[config.mk]
export PLATFORM = sky130hd
export DESIGN_NAME = rect_loop_sampler
export DESIGN_NICKNAME = d
export VERILOG_FILES = /design/src/rtl/rect_loop_sampler.sv
export SDC_FILE = /design/constraint.sdc
export NUM_CORES = 1
export LEC_CHECK = 0
export BUFFER_PORTS_ARGS = -buffer_cell sky130_fd_sc_hd__buf_4
export CORE_MARGIN = 2
export CORE_UTILIZATION = 40
export CTS_BUF_LIST = sky130_fd_sc_hd__clkbuf_4
export CTS_CLUSTER_SIZE = 14
export DETAILED_ROUTE_END_ITERATION = 12
export HOLD_SLACK_MARGIN = 0.02
export PLACE_DENSITY_LB_ADDON = 0.25
export SLEW_MARGIN = 20
export SYNTH_ARGS = -nofsm -noshare
export SYNTH_HDL_FRONTEND = slang
export SYNTH_SLANG_ARGS = --single-unit
[constraint.sdc]
create_clock -name i_clk -period 3.8 [get_ports i_clk]
set_input_delay 0.19 -clock i_clk [delete_from_list [all_inputs] [get_ports i_clk]]
set_output_delay 0.19 -clock i_clk [all_outputs]
set_load 0.01 [all_outputs]
[src/rtl/rect_loop_sampler.sv]
// rect_loop_sampler
//   Rectangle-loop (checkerboard swap) sampler for a binary ROWS x COLS matrix.
//   A run loads a matrix and then repeatedly draws two rows and two columns
//   from a Galois LFSR. Whenever the four selected corners form a
//   checkerboard, all four bits are inverted. This keeps every row sum and
//   every column sum unchanged. The run ends after the requested number of
//   swaps, or when the attempt limit is reached.
//
// Ports
//   i_clk        clock, rising edge
//   i_rst        asynchronous active-high reset
//   i_start      begin a run (sampled in IDLE only)
//   i_num_iter   required successful swaps (captured on start)
//   i_m_in       input matrix, row-major, bit r*COLS+c (captured on start)
//   i_seed_load  load the LFSR from i_seed (IDLE only)
//   i_seed       LFSR seed; zero is replaced by one
//   o_m_out      working matrix; final once o_done pulses, then held
//   o_busy       high in every state except IDLE
//   o_done       one-cycle pulse at run end
//   o_timeout    run ended on the attempt limit
//   o_swaps      successful swaps in the current/last run
//   o_attempts   draws evaluated in the current/last run
//
// state | meaning
// ------+------------------------------------------------------------
// IDLE  | waiting for start; seed load allowed
// PICK  | advance LFSR; the new LFSR value holds the r1/c1/r2/c2 draw
// CHECK | count the attempt, test validity and checkerboard pattern
// SWAP  | invert the four corners, count the swap
// FIN   | one-cycle done pulse, then back to IDLE

module rect_loop_sampler #(
  parameter int                ROWS      = 8,
  parameter int                COLS      = 8,
  parameter int                ITER_W    = 12,
  parameter int                ATT_W     = 20,
  parameter int                MAX_ATT   = 2**20-1,
  parameter int                LFSR_W    = 16,
  parameter logic [LFSR_W-1:0] LFSR_TAPS = 16'hB400
) (
  input  logic                 i_clk,
  input  logic                 i_rst,
  input  logic                 i_start,
  input  logic [ITER_W-1:0]    i_num_iter,
  input  logic [ROWS*COLS-1:0] i_m_in,
  input  logic                 i_seed_load,
  input  logic [LFSR_W-1:0]    i_seed,
  output logic [ROWS*COLS-1:0] o_m_out,
  output logic                 o_busy,
  output logic                 o_done,
  output logic                 o_timeout,
  output logic [ITER_W-1:0]    o_swaps,
  output logic [ATT_W-1:0]     o_attempts
);

  localparam int RW = (ROWS > 1) ? $clog2(ROWS) : 1;
  localparam int CW = (COLS > 1) ? $clog2(COLS) : 1;

  // One extra bit so the range compares below also work for power-of-two sizes.
  localparam logic [RW:0]       ROWS_L    = ROWS[RW:0];
  localparam logic [CW:0]       COLS_L    = COLS[CW:0];
  localparam logic [ATT_W-1:0]  MAX_ATT_L = MAX_ATT[ATT_W-1:0];
  localparam logic [LFSR_W-1:0] LFSR_ONE  = {{(LFSR_W-1){1'b0}}, 1'b1};

  typedef enum logic [2:0] {
    S_IDLE,
    S_PICK,
    S_CHECK,
    S_SWAP,
    S_FIN
  } state_t;

  state_t r_state;
  state_t w_state_nxt;

  logic [ROWS-1:0][COLS-1:0] r_m;
  logic [LFSR_W-1:0]         r_lfsr;
  logic [ITER_W-1:0]         r_num_iter;
  logic [ITER_W-1:0]         r_swaps;
  logic [ATT_W-1:0]          r_attempts;
  logic                      r_timeout;

  logic [LFSR_W-1:0] w_lfsr_step;
  logic [RW-1:0]     w_r1;
  logic [RW-1:0]     w_r2;
  logic [CW-1:0]     w_c1;
  logic [CW-1:0]     w_c2;
  logic              w_m11;
  logic              w_m12;
  logic              w_m21;
  logic              w_m22;
  logic              w_valid;
  logic              w_cb;
  logic              w_hit;
  logic [ATT_W-1:0]  w_att_inc;
  logic [ITER_W-1:0] w_swp_inc;
  logic              w_att_lim_chk;
  logic              w_att_lim_swp;
  logic              w_swp_done;
  logic              w_set_to;

  // Galois step: shift right, fold the taps back in when a one falls out.
  assign w_lfsr_step = (r_lfsr >> 1) ^ (r_lfsr[0] ? LFSR_TAPS : '0);

  // The LFSR does not move between PICK and SWAP, so the draw is read
  // straight from it instead of being copied into separate registers.
  assign w_r1 = r_lfsr[RW-1:0];
  assign w_c1 = r_lfsr[RW+CW-1:RW];
  assign w_r2 = r_lfsr[2*RW+CW-1:RW+CW];
  assign w_c2 = r_lfsr[2*RW+2*CW-1:2*RW+CW];

  assign w_m11 = r_m[w_r1][w_c1];
  assign w_m12 = r_m[w_r1][w_c2];
  assign w_m21 = r_m[w_r2][w_c1];
  assign w_m22 = r_m[w_r2][w_c2];

  // Corner reads above may be out of range for non power-of-two sizes;
  // w_valid masks those draws before the pattern test matters.
  assign w_valid = ({1'b0, w_r1} < ROWS_L) && ({1'b0, w_r2} < ROWS_L) &&
                   ({1'b0, w_c1} < COLS_L) && ({1'b0, w_c2} < COLS_L) &&
                   (w_r1 != w_r2) && (w_c1 != w_c2);
  assign w_cb    = (w_m11 == w_m22) && (w_m12 == w_m21) && (w_m11 != w_m12);
  assign w_hit   = w_valid && w_cb;

  assign w_att_inc     = r_attempts + 1'b1;
  assign w_swp_inc     = r_swaps + 1'b1;
  assign w_att_lim_chk = (w_att_inc == MAX_ATT_L);
  assign w_att_lim_swp = (r_attempts == MAX_ATT_L);
  assign w_swp_done    = (w_swp_inc == r_num_iter);

  always_ff @(posedge i_clk or posedge i_rst) begin
    if (i_rst) begin
      r_state <= S_IDLE;
    end else begin
      r_state <= w_state_nxt;
    end
  end

  always_comb begin
    w_state_nxt = r_state;
    w_set_to    = 1'b0;
    o_busy      = (r_state != S_IDLE);
    o_done      = (r_state == S_FIN);
    case (r_state)
      S_IDLE: begin
        if (i_start) begin
          w_state_nxt = (i_num_iter == '0) ? S_FIN : S_PICK;
        end
      end
      S_PICK: begin
        w_state_nxt = S_CHECK;
      end
      S_CHECK: begin
        if (w_hit) begin
          w_state_nxt = S_SWAP;
        end else if (w_att_lim_chk) begin
          w_state_nxt = S_FIN;
          w_set_to    = 1'b1;
        end else begin
          w_state_nxt = S_PICK;
        end
      end
      S_SWAP: begin
        if (w_swp_done) begin
          w_state_nxt = S_FIN;
        end else if (w_att_lim_swp) begin
          w_state_nxt = S_FIN;
          w_set_to    = 1'b1;
        end else begin
          w_state_nxt = S_PICK;
        end
      end
      S_FIN: begin
        w_state_nxt = S_IDLE;
      end
      default: begin
        w_state_nxt = S_IDLE;
      end
    endcase
  end

  always_ff @(posedge i_clk or posedge i_rst) begin
    if (i_rst) begin
      r_m        <= '0;
      r_lfsr     <= LFSR_ONE;
      r_num_iter <= '0;
      r_swaps    <= '0;
      r_attempts <= '0;
      r_timeout  <= 1'b0;
    end else begin
      case (r_state)
        S_IDLE: begin
          // Seed load and start in the same cycle: the run's first PICK
          // steps from the freshly loaded seed.
          if (i_seed_load) begin
            r_lfsr <= (i_seed == '0) ? LFSR_ONE : i_seed;
          end
          if (i_start) begin
            r_m        <= i_m_in;
            r_num_iter <= i_num_iter;
            r_swaps    <= '0;
            r_attempts <= '0;
            r_timeout  <= 1'b0;
          end
        end
        S_PICK: begin
          r_lfsr <= w_lfsr_step;
        end
        S_CHECK: begin
          r_attempts <= w_att_inc;
          if (w_set_to) begin
            r_timeout <= 1'b1;
          end
        end
        S_SWAP: begin
          r_m[w_r1][w_c1] <= ~w_m11;
          r_m[w_r1][w_c2] <= ~w_m12;
          r_m[w_r2][w_c1] <= ~w_m21;
          r_m[w_r2][w_c2] <= ~w_m22;
          r_swaps         <= w_swp_inc;
          if (w_set_to) begin
            r_timeout <= 1'b1;
          end
        end
        default: begin
        end
      endcase
    end
  end

  assign o_m_out    = r_m;
  assign o_swaps    = r_swaps;
  assign o_attempts = r_attempts;
  assign o_timeout  = r_timeout;

endmodule

==> flow_metrics.py, run 1 <==
metrics = {
    "placement": {
        "hpwl_um": 34220,
        "gp_congestion": 1.021,
        "place_ws_ps": 307.3,
        "io_buffers": 194,
        "dpl-instance-area_sq_mm": 0.01266,
    },
    "sta": {
        "fin_worst_skew_ps": 34.49,
        "slew_headroom": 0.3511,
        "timing.final.ws_setup_ps": 207.4,
        "tns_ps": 0,
        "rsz0062_at_grt": "false",
        "min_period_ps": 3593,
        "tightest_slew_ps": 973.3,
        "fmax_mhz": 278.4,
        "drv_slew": 0,
        "finalSetupViolCount": 0,
        "final.period_utilization": 0.9454,
        "hold_viol_final": 0,
    },
    "cells_and_area": {
        "num-fill-cells": 2429,
        "ff_latch_area_sq_mm": 0.003206,
        "areaGrowthSynthToFinish_pct": 31.07,
        "multi_input_area_sq_mm": 0.006955,
        "drive_above_1_share": 0.2181,
        "final_common_cell": "buf_4",
        "fin_area_sq_mm": 0.01390,
        "nNetsFinal": 1718,
        "layout_common_cells": "buf_4 (268), nand2_1 (171), nor2_1 (152)",
    },
    "detailed_routing": {
        "vias_per_cell": 6.582,
        "wire_per_inst_um": 25.40,
        "ant_nets": 0,
        "drtIter0Drc": 1988,
        "drt-pass1-iter-count": 8,
        "drc_errors": 0,
        "vias": 12954,
        "totalWireLength_um": 49990,
    },
    "floorplanning": {
        "ios": 195,
        "die_y_um": 166.8,
        "initial_core_util": 0.4068,
        "dieArea_sq_mm": 0.02782,
        "die_w_um": 166.8,
        "core-area_sq_mm": 0.02606,
        "num_rows": 59,
    },
    "pwr": {
        "power_density_mw_per_mm2": 869.8,
        "total_power_mw": 12.09,
        "cellLeakagePower_nw": 5.923,
        "peakVddDrop_v": 0.0005320,
    },
    "clock_tree": {
        "clk_path_buf_depth": 2,
        "cts_hold_buffers": 96,
        "cts_tree": "yes",
        "cts_post_setup_buffers_inserted": 0,
        "cts.clk_slew.worst_paths_ps": 140,
        "cts.sinks": 128,
        "numCtsBuffers": 17,
        "root_buffer": "clkbuf_4",
        "ctsHtreeMaxLevel": 4,
        "post_cts_resized": 0,
        "clk_latency_ps": 600,
    },
    "logic_synthesis": {
        "synth-edff-count": 0,
        "synthArstFlopShare": 1.000,
        "yosys.area_share.adder": 0.003541,
        "synth-xor-area-share": 0.02644,
        "ys.flop_type": "dfrtp_1",
        "synth.mux.area_fraction": 0.07365,
        "ys_seq_area_frac": 0.3023,
        "syn_avg_cell_area_sq_um": 7.906,
        "synth_top_family_by_area": "compound AO/OA/AOI/OAI gates",
        "synth-compound-area-share": 0.3155,
        "netlist_area_sq_mm": 0.01060,
        "ys_types": 72,
        "yosysWarningCount": 0,
        "syn_nets": 1440,
        "synth-simple-area-share": 0.2340,
        "synth_cells": 1341,
        "ys_ff_latch": 128,
    },
    "global_route": {
        "antenna_found_initial": 1,
        "grt_pass1_vias": 12174,
        "grt_max_degree": 79,
        "grt_first_pass_wirelength_um": 74620,
        "grt.total_usage": 0.3467,
        "grt_overflow": 0,
    },
    "worst_setup_path": {
        "required_ps": 4350,
        "rr_endpoint": "o_m_out[60]$_DFFE_PP0P_",
        "reg2regPathDepth": 11,
        "critPathTopFamily": "simple AND/OR/NAND/NOR gates",
        "cpMaxStageDelayCell": "dfrtp_1",
        "r2r_setup_slack_ps": 210,
        "cp_max_fo": 14,
        "cpPeakStageDelay_ps": 690,
        "worst-path-buf-inv": 2,
        "worst_setup_path_start_kind": "register",
        "cp_data_arrival_time_ps": 4140,
        "crit_path_end_kind": "register",
        "crit_chain": "nor2_1 -> a22oi_1 -> nand3_1 -> nand3_1 -> nor3_2 -> buf_4 -> and2_0 -> buf_4 -> a22oi_1 -> nor2_1 -> a211o_1",
        "critical_path_class": "register to register",
        "reg2reg_from": "r_lfsr[7]$_DFFE_PP0P_",
    },
    "worst_hold_path": {
        "hp-class": "input pin to register",
        "min_path_cells": 4,
        "hold_start": "i_seed_load",
        "holdPathEnd": "r_lfsr[2]$_DFFE_PP0P_",
    },
    "flow_run": {
        "cap_violations": 0,
    },
    "run_status": {
        "status": "finished clean",
    },
}
layout make-up:
| type | instances | share of cell area |
|---|---|---|
| sequential | 128 | 0.2307 |
| clock buffer | 19 | 0.01026 |
| antenna | 1 | 0.0001801 |
| inverter | 7 | 0.002071 |
| multi-input combinational | 1099 | 0.5005 |
| timing repair buffer | 366 | 0.2168 |
| tap | 335 | 0.03016 |
| clock inverter | 13 | 0.009274 |
metal layers:
layer | vias to the layer above | part of all wire | wire length, um | GRT usage
li1 | 5661 | - | - | -
met1 | 6169 | 0.38 | 19030 | 0.4438
met2 | 906 | 0.44 | 21770 | 0.5243
met3 | 216 | 0.12 | 5973 | 0.1029
met4 | 2 | 0.063 | 3150 | 0.1893
met5 | - | 0.0014 | 68 | 0.01739
cells in the mapped netlist (33+ instances only):
cell type / number / area (sq um)
nand2_1: 171 / 641.9
nor2_1: 153 / 574.3
dfrtp_1: 127 / 3178
o21ai_0: 110 / 550.5
a22oi_1: 106 / 795.8
a21oi_1: 89 / 445.4
clkbuf_1: 83 / 311.6
nand3_1: 50 / 250.2
a211o_1: 38 / 332.8
a2111oi_0: 37 / 324.1
mux2i_1: 33 / 330.3
worst reg2reg max path, delay by kind of cell, from the launching register on:
family	cells	cell delay [ps]
simple gates	6	1940
flops	1	690
buf+inv	2	470
compound gates	3	450
through the flow:
step           utilization  hold WS [ps]  instances
2_1_floorplan            -         295.4       1341
4_1_cts             0.5332         43.41       1967
6_report            0.5333         81.71       1968
5_1_grt             0.5333         83.65       1968
3_5_place_dp        0.4859         395.0       1839
3_3_place_gp        0.4859         392.4       1839
report_power, final:
part / internal (mW) / switching, mW / total [mW] / leakage [nW]
clock: 0.354 / 0.648 / 1.00 / 0.151
combinational: 3.07 / 5.11 / 8.18 / 4.15
sequential: 1.87 / 1.04 / 2.91 / 1.62
total: 5.29 / 6.79 / 12.1 / 5.92
worst max-delay path by stage:
stage / from / to / cells past startpoint
6_report: r_lfsr[7]$_DFFE_PP0P_ / o_m_out[60]$_DFFE_PP0P_ / 11
5_1_grt: r_lfsr[0]$_DFFE_PP1P_ / o_m_out[61]$_DFFE_PP0P_ / 11
4_1_cts: r_lfsr[0]$_DFFE_PP1P_ / r_state[2]$_DFFE_PP0P_ / 8
3_5_place_dp: r_lfsr[0]$_DFFE_PP1P_ / o_m_out[60]$_DFFE_PP0P_ / 9
3_3_place_gp: r_lfsr[0]$_DFFE_PP1P_ / r_state[2]$_DFFE_PP0P_ / 8
2_1_floorplan: i_rst / o_attempts[0]$_DFFE_PP0P_ / 1
state kept, by name (all words and copies together), names as in the netlist:
name / count
r_num_iter: 12
r_state: 3
r_lfsr: 16
o_attempts: 20
o_m_out: 64
o_timeout: 1
o_swaps: 12
cell families (layout without fill, tap and decap cells):
logic type | Yosys count | in the layout
buf+inv | 114 | 405
other cells | 0 | 1
mux | 54 | 54
simple gates | 524 | 524
flops | 128 | 128
compound gates | 486 | 486
fa+ha+maj | 3 | 3
xor+xnor | 32 | 32
No activity file was read; power rests on OpenSTA's default activity.
==> inputs of run 2 (changes only) <==
--- a/config.mk
+++ b/config.mk
@@ -5,7 +5,7 @@
 export SDC_FILE = /design/constraint.sdc
 export NUM_CORES = 1
 export LEC_CHECK = 0
-export BUFFER_PORTS_ARGS = -buffer_cell sky130_fd_sc_hd__buf_4
+export BUFFER_PORTS_ARGS = -buffer_cell sky130_fd_sc_hd__buf_2
 export CORE_MARGIN = 2
 export CORE_UTILIZATION = 40
 export CTS_BUF_LIST = sky130_fd_sc_hd__clkbuf_4
==> flow_metrics.py, run 2 (synthesis gave the netlist of run 1 again) <==
metrics = {
    "pwr": {
        "power_density_mw_per_mm2": 883.9,
        "clkPwrFrac": 0.088,
        "seqPwrFrac": 0.240,
        "p_switching_mw": 6.705,
        "p_int_mw": 5.106,
        "cellLeakagePower_nw": 5.785,
        "p_sw_frac": 0.5677,
        "peakVddDrop_v": 0.0003581,
        "power_frac_comb": 0.672,
        "total_power_mw": 11.81,
    },
    "worst_setup_path": {
        "rr_endpoint": "o_m_out[4]$_DFFE_PP0P_",
        "cp_max_fo": 15,
        "crit_path_end_kind": "register",
        "worst-path-buf-inv": 3,
        "reg2reg_from": "r_lfsr[8]$_DFFE_PP0P_",
        "endpoint": "o_m_out[4]$_DFFE_PP0P_",
        "worstSetupStartpoint": "r_lfsr[8]$_DFFE_PP0P_",
        "r2r_setup_slack_ps": 40,
        "cp_data_arrival_time_ps": 4290,
        "cpMaxStageDelayCell": "nor4_1",
        "path_common_cell": "buf_4",
        "critPathTopFamily": "simple AND/OR/NAND/NOR gates",
        "required_ps": 4320,
        "critical_path_class": "register to register",
        "worst_setup_path_start_kind": "register",
        "cpPeakStageDelay_ps": 900,
        "crit_chain": "buf_4 -> mux4_2 -> mux2_2 -> nand2_1 -> nand3_1 -> buf_4 -> nor4_1 -> buf_4 -> a22oi_1 -> nor2_1 -> a211o_1",
        "worst-path-stages": 11,
        "reg2regPathDepth": 11,
    },
    "clock_tree": {
        "root_buffer": "clkbuf_4",
        "clk_path_buf_depth": 2,
        "post_cts_resized": 0,
        "cts.sinks": 128,
        "cts_tree": "yes",
        "numCtsBuffers": 17,
        "ctsHtreeMaxLevel": 4,
        "clk_latency_ps": 570,
        "cts.clk_slew.worst_paths_ps": 160,
    },
    "floorplanning": {
        "ios": 195,
        "die_y_um": 166.8,
        "num_rows": 59,
        "die_w_um": 166.8,
        "dieArea_sq_mm": 0.02782,
        "initial_core_util": 0.4068,
        "core-area_sq_mm": 0.02606,
    },
    "global_route": {
        "grt_overflow": 0,
        "antenna_found_initial": 1,
        "grt.total_usage": 0.3400,
        "grt_max_degree": 79,
        "grt_pass1_vias": 12221,
        "grt_first_pass_wirelength_um": 73660,
    },
    "sta": {
        "final.period_utilization": 0.9903,
        "rsz0062_at_grt": "false",
        "hold_viol_final": 0,
        "min_period_ps": 3763,
        "fmax_mhz": 265.7,
        "finalSetupViolCount": 0,
        "timing.final.ws_setup_ps": 36.79,
        "slew_headroom": 0.2802,
        "fin_worst_skew_ps": 23.01,
        "tns_ps": 0,
        "holdWs_ps": 57.12,
        "tightest_slew_ps": 1070,
        "drv_slew": 0,
    },
    "detailed_routing": {
        "vias": 12927,
        "drtIter0Drc": 1700,
        "wire_per_inst_um": 24.71,
        "ant_nets": 0,
        "vias_per_cell": 6.589,
        "drt-pass1-iter-count": 7,
        "drc_errors": 0,
        "totalWireLength_um": 48480,
    },
    "placement": {
        "gp_congestion": 0.9949,
        "place_ws_ps": 234.2,
        "io_buffers": 194,
        "hpwl_um": 33430,
    },
    "flow_run": {
        "cap_violations": 0,
    },
    "cells_and_area": {
        "largest_reg_flops": 64,
        "nNetsFinal": 1711,
        "drive_above_1_share": 0.2191,
        "num-fill-cells": 2538,
        "layout_common_cells": "buf_2 (194), nand2_1 (171), nor2_1 (152)",
        "final_common_cell": "buf_2",
        "areaGrowthSynthToFinish_pct": 26.05,
    },
    "worst_hold_path": {
        "hp-class": "input pin to register",
    },
    "run_status": {
        "status": "finished clean",
    },
}
run 2: power by group through the flow:
stage / Clock (mW) / Combinational [mW] / Sequential, mW
floorplan: 0 / 4.74 / 2.45
global placement: 0 / 7.50 / 2.81
detailed placement: 0 / 7.54 / 2.81
CTS: 1.06 / 7.66 / 2.78
global route: 1.11 / 8.37 / 2.87
finish: 1.04 / 7.93 / 2.84
run 2: worst min path at each step:
stage	slack, ps	cells past startpoint	to	from
2_1_floorplan	300	2	r_num_iter[0]$_DFFE_PP0P_	i_num_iter[0]
3_3_place_gp	400	3	r_num_iter[6]$_DFFE_PP0P_	i_num_iter[6]
3_5_place_dp	400	3	r_num_iter[9]$_DFFE_PP0P_	i_num_iter[9]
4_1_cts	20	5	o_m_out[48]$_DFFE_PP0P_	i_m_in[48]
5_1_grt	40	3	o_m_out[48]$_DFFE_PP0P_	i_m_in[48]
6_report	60	3	o_m_out[48]$_DFFE_PP0P_	i_m_in[48]
run 2: routing by layer:
| metal | up-vias | share of wire | wire length [um] | GRT usage |
|---|---|---|---|---|
| li1 | 5640 | - | - | - |
| met1 | 6228 | 0.40 | 19310 | 0.4523 |
| met2 | 860 | 0.44 | 21250 | 0.5181 |
| met3 | 199 | 0.11 | 5177 | 0.07605 |
| met4 | 0 | 0.057 | 2748 | 0.1769 |
| met5 | - | 0 | 0 | 0 |
run 2: per-stage QoR:
step / instances / util / area (sq um)
6_report: 1962 / 0.5128 / 13360
5_1_grt: 1961 / 0.5127 / 13360
4_1_cts: 1960 / 0.5126 / 13360
3_5_place_dp: 1839 / 0.4672 / 12180
3_3_place_gp: 1839 / 0.4672 / 12180
2_1_floorplan: 1341 / - / 10600
run 2: area by class of cell:
type                            count  area (sq um)  area share
Multi-Input combinational cell   1099          6955      0.5205
Sequential cell                   128          3206      0.2399
Timing Repair Buffer              359          2457      0.1839
Tap cell                          335         419.2     0.03137
Clock inverter                     15         163.9     0.01227
Clock buffer                       17         127.6    0.009551
Inverter                            7         28.78    0.002154
Antenna cell                        2         5.005   0.0003745
run 2: worst min-delay path, cell delays in order:
cell and delay (ps):
buf_2 130, o221ai_1 170, o21ai_0 90
run 2: timing repair:
item,in CTS,in global routing
buffers inserted,0,0
hold buffers,89,0
endpoints found under the hold margin,148,0
endpoints found under the setup margin,0,0
